## src/rtl/fmul_share_arbiter_pkg.sv

```systemverilog
// Shared definitions for the multiplier-sharing arbiter slice.
// Holds the float word width, the float word type, and the helper that
// sizes requester-index fields from a requester count.
package fmul_pkg;

  localparam int FLOAT_W = 32;

  typedef logic [FLOAT_W-1:0] float_t;

  // Width of an index able to name n requesters. Never narrower than one bit.
  function automatic int id_width(input int n);
    return (n <= 2) ? 1 : $clog2(n);
  endfunction

endpackage

```

## src/rtl/fmul_share_arbiter_if.sv

```systemverilog
// Handshake bundle between requesters / consumer and the shared multiplier.
//   req_valid/req_ready : per-requester operand handshake
//   req_a/req_b         : packed operands, requester i at [32i+31:32i]
//   rsp_valid/rsp_ready : shared product handshake
//   rsp_z/rsp_id        : product word and owning requester index
// slave  : the arbiter side
// master : the requester/consumer side
interface fmul_share_arbiter_if #(
  parameter int NUM_REQ = 4,
  parameter int ID_W    = fmul_pkg::id_width(NUM_REQ)
);
  import fmul_pkg::*;

  logic [NUM_REQ-1:0]         req_valid;
  logic [NUM_REQ-1:0]         req_ready;
  logic [NUM_REQ*FLOAT_W-1:0] req_a;
  logic [NUM_REQ*FLOAT_W-1:0] req_b;
  logic                       rsp_valid;
  logic                       rsp_ready;
  float_t                     rsp_z;
  logic [ID_W-1:0]            rsp_id;

  modport slave (
    input  req_valid, req_a, req_b, rsp_ready,
    output req_ready, rsp_valid, rsp_z, rsp_id
  );

  modport master (
    output req_valid, req_a, req_b, rsp_ready,
    input  req_ready, rsp_valid, rsp_z, rsp_id
  );
endinterface

```

## src/rtl/comb_multiplier.sv

```systemverilog
// Purely combinational single-precision multiplier, round-to-nearest-even.
//   a, b     : IEEE-754 operands
//   output_z : IEEE-754 product
// Subnormal operands are treated as zero and results below the normal
// range flush to signed zero; overflow saturates to signed infinity.
module comb_multiplier
  import fmul_pkg::*;
(
  input  float_t a,
  input  float_t b,
  output float_t output_z
);

  logic        sign_z;
  logic [7:0]  exp_a, exp_b;
  logic        a_zero, b_zero, a_inf, b_inf, a_nan, b_nan;
  logic [47:0] prod;
  logic        norm;
  logic [23:0] keep;
  logic        guard, sticky, round_up;
  logic [24:0] rounded;
  logic [9:0]  exp_tmp;

  always_comb begin
    sign_z = a[31] ^ b[31];
    exp_a  = a[30:23];
    exp_b  = b[30:23];
    a_zero = (exp_a == 8'd0);
    b_zero = (exp_b == 8'd0);
    a_inf  = (exp_a == 8'hFF) && (a[22:0] == 23'd0);
    b_inf  = (exp_b == 8'hFF) && (b[22:0] == 23'd0);
    a_nan  = (exp_a == 8'hFF) && (a[22:0] != 23'd0);
    b_nan  = (exp_b == 8'hFF) && (b[22:0] != 23'd0);

    prod = {24'd0, 1'b1, a[22:0]} * {24'd0, 1'b1, b[22:0]};
    norm = prod[47];

    // Keep the 24 significant bits; the next bit is guard, the rest sticky.
    if (norm) begin
      keep   = prod[47:24];
      guard  = prod[23];
      sticky = |prod[22:0];
    end else begin
      keep   = prod[46:23];
      guard  = prod[22];
      sticky = |prod[21:0];
    end
    round_up = guard & (sticky | keep[0]);
    rounded  = {1'b0, keep} + {24'd0, round_up};

    // Biased sum still carries one extra bias of 127 at this point.
    exp_tmp = {2'b00, exp_a} + {2'b00, exp_b} + {9'd0, norm} + {9'd0, rounded[24]};

    if (a_nan || b_nan || (a_inf && b_zero) || (b_inf && a_zero)) begin
      output_z = 32'h7FC00000;
    end else if (a_inf || b_inf) begin
      output_z = {sign_z, 8'hFF, 23'd0};
    end else if (a_zero || b_zero || (exp_tmp <= 10'd127)) begin
      output_z = {sign_z, 31'd0};
    end else if (exp_tmp >= 10'd382) begin
      output_z = {sign_z, 8'hFF, 23'd0};
    end else begin
      output_z = {sign_z, 8'(exp_tmp - 10'd127), rounded[22:0]};
    end
  end

endmodule

```

## src/rtl/fmul_share_arbiter_rr.sv

```systemverilog
// Round-robin arbiter with a registered "last granted" pointer.
//   clk, rst  : clock and synchronous active-high reset
//   req       : request vector
//   advance   : grant was taken this cycle; move the pointer to it
//   grant     : one-hot grant (combinational)
//   grant_idx : index of the granted requester
module rr_arbiter
  import fmul_pkg::*;
#(
  parameter int N     = 4,
  parameter int IDX_W = id_width(N)
) (
  input  logic             clk,
  input  logic             rst,
  input  logic [N-1:0]     req,
  input  logic             advance,
  output logic [N-1:0]     grant,
  output logic [IDX_W-1:0] grant_idx
);

  logic [IDX_W-1:0] last;
  logic             found;

  // Search starts one past the last winner so every requester gets a turn.
  always_comb begin
    grant     = '0;
    grant_idx = '0;
    found     = 1'b0;
    for (int k = 1; k <= N; k++) begin
      logic [IDX_W-1:0] cand;
      cand = IDX_W'((int'(last) + k) % N);
      if (!found && req[cand]) begin
        found     = 1'b1;
        grant_idx = cand;
      end
    end
    if (found) grant[grant_idx] = 1'b1;
  end

  // Reset to the top index so requester 0 wins first.
  always_ff @(posedge clk) begin
    if (rst) begin
      last <= IDX_W'(N - 1);
    end else if (advance) begin
      last <= grant_idx;
    end
  end

endmodule

```

## src/rtl/fmul_share_arbiter.sv

```systemverilog
// Shares one combinational multiplier between NUM_REQ requesters.
//   clk, rst : clock and synchronous active-high reset
//   bus      : slave side of the request/response bundle
// Two register stages wrap the multiplier: OP (operands + tag) feeds it,
// RSP captures the product. Each stage moves when its successor can take it.
module fmul_share_arbiter
  import fmul_pkg::*;
#(
  parameter int NUM_REQ = 4,
  parameter int ID_W    = $clog2(NUM_REQ)
) (
  input logic                  clk,
  input logic                  rst,
  fmul_share_arbiter_if.slave  bus
);

  logic               rsp_adv, op_adv, accept;
  logic [NUM_REQ-1:0] grant;
  logic [ID_W-1:0]    grant_idx;
  float_t             a_arr [NUM_REQ];
  float_t             b_arr [NUM_REQ];

  logic               op_valid;
  float_t             op_a, op_b;
  logic [ID_W-1:0]    op_id;
  float_t             mul_z;

  logic               rsp_valid;
  float_t             rsp_z;
  logic [ID_W-1:0]    rsp_id;

  always_comb begin
    for (int i = 0; i < NUM_REQ; i++) begin
      a_arr[i] = bus.req_a[i*FLOAT_W +: FLOAT_W];
      b_arr[i] = bus.req_b[i*FLOAT_W +: FLOAT_W];
    end
  end

  rr_arbiter #(.N(NUM_REQ), .IDX_W(ID_W)) u_arb (
    .clk       (clk),
    .rst       (rst),
    .req       (bus.req_valid),
    .advance   (accept),
    .grant     (grant),
    .grant_idx (grant_idx)
  );

  // Ready is withheld during reset so nothing is accepted into a stage
  // that is being cleared.
  always_comb begin
    rsp_adv       = !rsp_valid || bus.rsp_ready;
    op_adv        = !op_valid || rsp_adv;
    bus.req_ready = (op_adv && !rst) ? grant : '0;
    accept        = |(bus.req_valid & bus.req_ready);
  end

  always_ff @(posedge clk) begin
    if (rst) begin
      op_valid <= 1'b0;
      op_a     <= '0;
      op_b     <= '0;
      op_id    <= '0;
    end else if (op_adv) begin
      op_valid <= accept;
      if (accept) begin
        op_a  <= a_arr[grant_idx];
        op_b  <= b_arr[grant_idx];
        op_id <= grant_idx;
      end
    end
  end

  comb_multiplier u_mul (
    .a        (op_a),
    .b        (op_b),
    .output_z (mul_z)
  );

  always_ff @(posedge clk) begin
    if (rst) begin
      rsp_valid <= 1'b0;
      rsp_z     <= '0;
      rsp_id    <= '0;
    end else if (rsp_adv) begin
      rsp_valid <= op_valid;
      rsp_z     <= mul_z;
      rsp_id    <= op_id;
    end
  end

  assign bus.rsp_valid = rsp_valid;
  assign bus.rsp_z     = rsp_z;
  assign bus.rsp_id    = rsp_id;

endmodule

```

## src/flat_wrapper.sv

```systemverilog
// flat-port wrapper written by rule: the top's interface ports become plain ports
module fmul_share_arbiter_flat import fmul_pkg::*;
#(
  parameter int NUM_REQ = 4,
  parameter int ID_W    = $clog2(NUM_REQ)
)
  (clk, rst, bus_req_valid, bus_req_a, bus_req_b, bus_rsp_ready, bus_req_ready, bus_rsp_valid, bus_rsp_z, bus_rsp_id);
  fmul_share_arbiter_if #(.NUM_REQ(NUM_REQ), .ID_W(ID_W)) bus_i ();
  input logic clk;
  input logic rst;
  input wire logic [$bits(bus_i.req_valid)-1:0] bus_req_valid;
  input wire logic [$bits(bus_i.req_a)-1:0] bus_req_a;
  input wire logic [$bits(bus_i.req_b)-1:0] bus_req_b;
  input wire logic [$bits(bus_i.rsp_ready)-1:0] bus_rsp_ready;
  output wire logic [$bits(bus_i.req_ready)-1:0] bus_req_ready;
  output wire logic [$bits(bus_i.rsp_valid)-1:0] bus_rsp_valid;
  output wire logic [$bits(bus_i.rsp_z)-1:0] bus_rsp_z;
  output wire logic [$bits(bus_i.rsp_id)-1:0] bus_rsp_id;
  assign bus_i.req_valid = bus_req_valid;
  assign bus_i.req_a = bus_req_a;
  assign bus_i.req_b = bus_req_b;
  assign bus_i.rsp_ready = bus_rsp_ready;
  assign bus_req_ready = bus_i.req_ready;
  assign bus_rsp_valid = bus_i.rsp_valid;
  assign bus_rsp_z = bus_i.rsp_z;
  assign bus_rsp_id = bus_i.rsp_id;
  fmul_share_arbiter #(.NUM_REQ(NUM_REQ), .ID_W(ID_W)) u_core (.clk(clk), .rst(rst), .bus(bus_i));
endmodule
```

## config.mk

```make
export PLATFORM = sky130hd
export DESIGN_NAME = fmul_share_arbiter_flat
export DESIGN_NICKNAME = d
export VERILOG_FILES = /design/src/rtl/fmul_share_arbiter_pkg.sv /design/src/rtl/fmul_share_arbiter_if.sv /design/src/rtl/comb_multiplier.sv /design/src/rtl/fmul_share_arbiter_rr.sv /design/src/rtl/fmul_share_arbiter.sv /design/src/flat_wrapper.sv
export SDC_FILE = /design/constraint.sdc
export NUM_CORES = 2
export LEC_CHECK = 0
export ABC_AREA = 1
export CORE_AREA = 5 5 256 258
export CTS_CLUSTER_SIZE = 28
export DETAILED_ROUTE_END_ITERATION = 6
export DIE_AREA = 0 0 261 263
export HOLD_SLACK_MARGIN = 0.05
export PLACE_DENSITY = 0.68
export SYNTH_ARGS = -nofsm -noshare
export SYNTH_HDL_FRONTEND = slang
export SYNTH_SLANG_ARGS = --single-unit
```

## constraint.sdc

```tcl
create_clock -name clk -period 9.4 [get_ports clk]
set_input_delay 0.94 -clock clk [delete_from_list [all_inputs] [get_ports clk]]
set_output_delay 0.94 -clock clk [all_outputs]
set_load 0.05 [all_outputs]
```

* After elaboration in Yosys (flattened, before gate mapping)
Cells that the tools add are included.
** Word-level totals
- Register bits :: 104
- Input bits :: 263
** Operators by class
- Add/subtract/negate cells :: 9
- Equality and inequality tests :: 2
- Reductions and logical operators :: 35
- Multiplexer cells :: 33
- Bitwise gates (word level) :: 5
- Magnitude comparators :: 9
- Multipliers :: 1
** Operator list (count)
- $mux W32 :: 5
- $bmux W32 S2 :: 2
- $mux W31 :: 3
- $mul A24 B24 Y48 :: 1
- $logic_not A23 Y1 :: 2
- $reduce_bool A23 Y1 :: 2
- $add A24 B1 Y25 :: 1
- $mux W24 :: 1
- $reduce_or A23 Y1 :: 1
- $reduce_or A22 Y1 :: 1
- $eq A8 B8 Y1 const B :: 2
- $logic_not A8 Y1 :: 2
- $lt A2 B3 Y1 const B :: 5
- $logic_and A1 B1 Y1 :: 11
- $mux W1 :: 11
- $add A10 B1 Y10 :: 1
- $add A9 B1 Y10 :: 1
- $ge A10 B9 Y1 const B :: 1
- $le A10 B7 Y1 const B :: 1
- $add A8 B8 Y9 :: 1
- $bmux W1 S2 :: 4
- $logic_or A1 B1 Y1 :: 8
- $mux W2 :: 4
- $mux W4 :: 2
- other kinds (14) :: 21

* Longest topological paths before layout
- Depth after elaboration :: 22
- Gate-level depth with buffers :: 57
- Depth with buffers taken out :: 54

* By module
A second synthesis with hierarchy kept.
** Second synthesis, totals
- Cell total of the unflattened synthesis :: 4309
- Area, all modules :: 28886.5 um^2
** By module, submodules not included
- comb_multiplier :: seq. area each 0.0 um^2, times used 1, area each 22744.3 um^2, cells each 3289
- fmul_share_arbiter :: seq. area each 2042.0 um^2, times used 1, area each 5689.2 um^2, cells each 951
- rr_arbiter :: seq. area each 40.0 um^2, times used 1, area each 452.9 um^2, cells each 69

* Worst setup path after synthesis
OpenSTA, ideal clock, no wires.
- Path kind :: register -> register
- Start point :: reg u_core.op_b[3]
- End point :: reg u_core.rsp_z[19], in the netlist u_core.bus.rsp_z[19]
- Slack :: -0.507 ns
- Buffers on the path :: 3
- Required time :: 9.330 ns
- Cell stages (with the launch flop) :: 54
- Arrival :: 9.836 ns
- Path through :: dfxtp_1 > clkbuf_1 > clkbuf_1 > nand2_1 > fa_1 > inv_1 > fa_1 > inv_1 > fa_1 > inv_1 > fa_1 > inv_1 > fa_1 > inv_1 > fa_1 > inv_1 > fa_1 > inv_1 > [18 not listed] > nand3_2 > inv_1 > nand4_1 > nor3_1 > fa_1 > ha_1 > fa_1 > nand3_1 > nand2_1 > a21oi_1 > xnor2_1 > nor2_1 > a21oi_1 > nand3_1 > inv_2 > buf_4 > nand3_1 > a21oi_1
** On the way
- Word-level cells in the longest chain between the ends :: 12
- Elaborated cells on any way between the ends :: 27
- Classes of those cells :: add/sub (3); mul (1); order compare (2); mux (7); bitwise (2); reduce/logical (12)
** Ends and longest elaborated chain
- from (decl) :: RTL line fmul_share_arbiter.sv:24 : float_t op_a, op_b;
- from (signal assigned) :: RTL line fmul_share_arbiter.sv:67 : op_b <= b_arr[grant_idx];
- $mul A24 B24 Y48 :: RTL line comb_multiplier.sv:35 : prod = {24'd0, 1'b1, a[22:0]} * {24'd0, 1'b1, b[22:0]};
- $reduce_or A23 Y1 or $reduce_or A22 Y1 (tied branches) :: RTL line comb_multiplier.sv:42, comb_multiplier.sv:46
- $mux W1 :: RTL line comb_multiplier.sv:39 : if (norm) begin
- $or A1 B1 Y1 :: RTL line comb_multiplier.sv:48 : round_up = guard & (sticky | keep[0]);
- $and A1 B1 Y1 :: RTL line comb_multiplier.sv:48
- $add A24 B1 Y25 :: RTL line comb_multiplier.sv:49 : rounded = {1'b0, keep} + {24'd0, round_up};
- $add A10 B1 Y10 :: RTL line comb_multiplier.sv:52 : exp_tmp = {2'b00, exp_a} + {2'b00, exp_b} + {9'd0, norm} + {9'd0, rounded[24]};
- $ge A10 B9 Y1 or $le A10 B7 Y1 (tied branches) :: RTL line comb_multiplier.sv:60, comb_multiplier.sv:58
- $mux W31 or $logic_or A1 B1 Y1 (tied branches) :: RTL line comb_multiplier.sv:60, comb_multiplier.sv:58
- $mux W31 :: RTL line comb_multiplier.sv:58 : end else if (a_zero || b_zero || (exp_tmp <= 10'd127)) begin
- $mux W31 :: RTL line comb_multiplier.sv:56 : end else if (a_inf || b_inf) begin
- $mux W32 * :: RTL line comb_multiplier.sv:54 : if (a_nan || b_nan || (a_inf && b_zero) || (b_inf && a_zero)) begin
- to (signal assigned) :: RTL line fmul_share_arbiter.sv:86 : rsp_z <= mul_z;
- to (decl) :: RTL line fmul_share_arbiter.sv:29 : float_t rsp_z;
Every way passes the cells marked *; elsewhere a longest branch is shown, timed or not.
A chain may end at the register's enable or synchronous reset.

* Worst setup path in the final report
- Start point :: reg u_core.op_b[8]
- End point :: reg u_core.rsp_z[22], in the netlist u_core.bus.rsp_z[22]
The elaborated chain is that of the path after synthesis.

==> flow_metrics.py <==
metrics = {
    "sta": {
        "relSlewSlack": 0.277,
        "finalWorstSetupSlack_ns": -0.0162,
        "fmax_mhz": 106,
        "fin_crit_sh": 1.00,
        "setup_violations": 2,
        "worst_slew_pin_slew_ns": 1.08,
        "maxSlewViolCount": 0,
        "hold_viol": 0,
        "clock_skew_ns": 0.0145,
        "period_minus_slack_ns": 9.42,
        "rsz0062_at_grt": "true",
    },
    "grt": {
        "grt_usage": 0.259,
        "grt-ovfl-total": 0,
        "grt_pass1_wl_mm": 142,
        "antenna_found_initial": 2,
        "grt_pass1_vias": 27300,
        "grt_max_degree": 115,
    },
    "clock_tree": {
        "cts.reportedPaths.clkPinSlew_ns": 0.08,
        "cts_buffer_depth": 2,
        "cts_tree": "built",
        "postCtsHoldBufs": 0,
        "clockRootBuffer": "clkbuf_16",
        "cts.sinks": 104,
        "insertion_delay_ns": 0.40,
        "cts_max_level": 3,
        "cts_buffers": 9,
    },
    "hold_path": {
        "worstHoldStart": "u_core.op_id[0]$_SDFFE_PP0P_",
        "hold_class": "register to register",
        "min_to": "u_core.op_id[0]$_SDFFE_PP0P_",
        "holdPathStages": 2,
    },
    "status": {
        "violations": "setup timing",
        "status": "complete, but fails checks",
    },
    "floorplan": {
        "rows": 92,
        "core_region_area_um2": 62700,
        "fp.dieH_um": 263,
        "io_pins": 302,
        "die-area_um2": 68600,
        "die_x_um": 261,
        "initial_core_util": 0.448,
    },
    "yosys": {
        "synth.mux.area_fraction": 0,
        "yosys_warnings": 0,
        "synth_flop_cell": "dfxtp_1",
        "synthArstFlopShare": 0,
        "ys_seq_area_frac": 0.0740,
        "synth_xor_area_frac": 0.0121,
        "syn_inst": 4139,
        "synth-compound-area-share": 0.0472,
        "synth-simple-area-share": 0.258,
        "synthAdderAreaFrac": 0.430,
        "synth_fp_nets": 5077,
        "ys_seq_elements": 104,
        "synth.avg_cell_area_um2": 6.79,
        "synth_top_family_by_area": "adder cells",
        "synth_area_um2": 28100,
        "synth_cell_types": 41,
        "synth_enable_flop_cells": 0,
    },
    "layout": {
        "fin_nets": 5609,
        "finish.utilization": 0.575,
        "drive_gt1_frac": 0.142,
        "multi_input_area_um2": 21800,
        "area_growth_pct": 28.2,
        "num-fill-cells": 5948,
        "layout.area.seq_um2": 2170,
        "stdcell_count": 5523,
    },
    "worst_setup_path": {
        "ff2ff_path_depth": 54,
        "critical_path_class": "register to register",
        "rr_startpoint": "u_core.op_b[8]$_SDFFE_PP0P_",
        "crit_path_top_delay_cell": "fa_1",
        "critPathMaxFanout": 8,
        "worst_path_largest_cell_delay_ns": 0.52,
        "critPathRequiredTime_ns": 9.74,
        "endpoint_kind": "register",
        "crit_arrival_ns": 9.75,
        "rrSetupSlack_ns": -0.02,
        "worstReg2RegEnd": "u_core.bus.rsp_z[22]$_SDFFE_PP0P_",
        "setup.worst_path.start_class": "register",
        "cpMostUsedCell": "fa_1",
    },
    "placement": {
        "gp_congestion": 0.935,
        "place_ws_ns": -0.427,
        "dpl.cell_count": 5468,
        "io_buffers": 301,
        "hpwl_mm": 75.4,
    },
    "run": {
        "maxCapViolCount": 0,
    },
    "detailed_routing": {
        "vias_per_cell": 4.87,
        "drt_first_pass_iters": 5,
        "vias": 26900,
        "ant_nets": 0,
        "wl_mm": 89.8,
        "wire_per_inst_um": 16.3,
        "route.detailed.drc": 0,
        "drtIter0Drc": 1768,
    },
}
## registers in the layout, indices dropped and copies added, names as in the netlist
register / count
u_core.op_a: 32
u_core.op_valid: 1
u_core.bus.rsp_id: 2
u_core.op_b: 32
u_core.op_id: 2
u_core.u_arb.last: 2
u_core.bus.rsp_z: 32
u_core.bus.rsp_valid: 1
## cell usage in the layout, fill, tap and decap left out, drive strengths merged, types with 91 or more instances in the layout
| cell type | n |
|---|---|
| o21ai | 105 |
| buf | 387 |
| nand3 | 164 |
| inv | 1156 |
| dfxtp | 104 |
| nand2 | 1269 |
| clkdlybuf4s50 | 300 |
| nor2 | 182 |
| fa | 484 |
| nand4 | 91 |
| ha | 191 |
| a21oi | 126 |
## synth_stat cells (19+ instances only)
master    number  area, um^2
a21oi_1      125         626
clkbuf_1     147         552
dfxtp_1      104        2080
fa_1         484        9690
ha_1         191        2390
inv_1       1149        4310
nand2_1     1245        4670
nand2_2       19         119
nand3_1      161         806
nand4_1       89         557
nor2_1       159         597
o21ai_0      101         505
xor2_1        30         263
## final cells by class
cell class	instances	share of cell area
well taps	846	0.0294
clock inverters	4	0.000798
multi-input cells	2709	0.604
repair buffers	691	0.178
inverters	1156	0.121
flip-flops and latches	104	0.0602
diodes	1	0.0000694
clock buffers	12	0.00684
## metal layers
layer | GRT usage | share of wire | vias up
li1 | - | - | 13100
met1 | 0.336 | 0.41 | 12800
met2 | 0.442 | 0.49 | 832
met3 | 0.0358 | 0.059 | 175
met4 | 0.0911 | 0.039 | 0
met5 | 0 | 0 | -
## worst max-delay path: cells and delay by family (launching register included)
kind | cells | cell delay (ns)
adder cells (fa/ha/maj) | 12 | 4.89
AND/OR/NAND/NOR | 24 | 2.32
buffers and inverters | 13 | 1.17
AO/OA/AOI/OAI | 4 | 0.42
flip-flops | 1 | 0.34
XOR/XNOR | 1 | 0.18
## kinds of logic after synthesis
family	Yosys count
simple gates	1742
buf+inv	1326
fa+ha+maj	675
compound gates	253
flops	104
xor+xnor	39
## how the worst max path moves through the flow
stage	from	to
6_report	u_core.op_b[8]$_SDFFE_PP0P_	u_core.bus.rsp_z[22]$_SDFFE_PP0P_
4_1_cts	u_core.op_a[6]$_SDFFE_PP0P_	u_core.bus.rsp_z[22]$_SDFFE_PP0P_
5_1_grt	u_core.op_b[8]$_SDFFE_PP0P_	u_core.bus.rsp_z[22]$_SDFFE_PP0P_
3_3_place_gp	u_core.op_b[1]$_SDFFE_PP0P_	u_core.bus.rsp_z[22]$_SDFFE_PP0P_
3_5_place_dp	u_core.op_b[1]$_SDFFE_PP0P_	u_core.bus.rsp_z[22]$_SDFFE_PP0P_
2_1_floorplan	u_core.op_b[0]$_SDFFE_PP0P_	u_core.bus.rsp_z[5]$_SDFFE_PP0P_
## what timing repair did
action                                  in CTS  in global routing
gates resized for setup                     97                177
buffers inserted                            15                 22
endpoints found under the setup margin      31                 31
cloned                                       0                  3
pin swaps                                   29                 67
## stage by stage
| step | area [um^2] | TNS [ns] | hold slack [ns] |
|---|---|---|---|
| floorplan | 28300 | 0 | 0.441 |
| global placement | 34500 | -9.28 | 0.455 |
| detailed placement | 34500 | -12.07 | 0.459 |
| CTS | 35200 | 0 | 0.470 |
| global route | 36000 | -12.18 | 0.491 |
| finish | 36000 | -0.0261 | 0.466 |
Power is left out: the tool's default activity adds up to more than one toggle a clock period on the data nets, which glitch-free logic cannot reach.
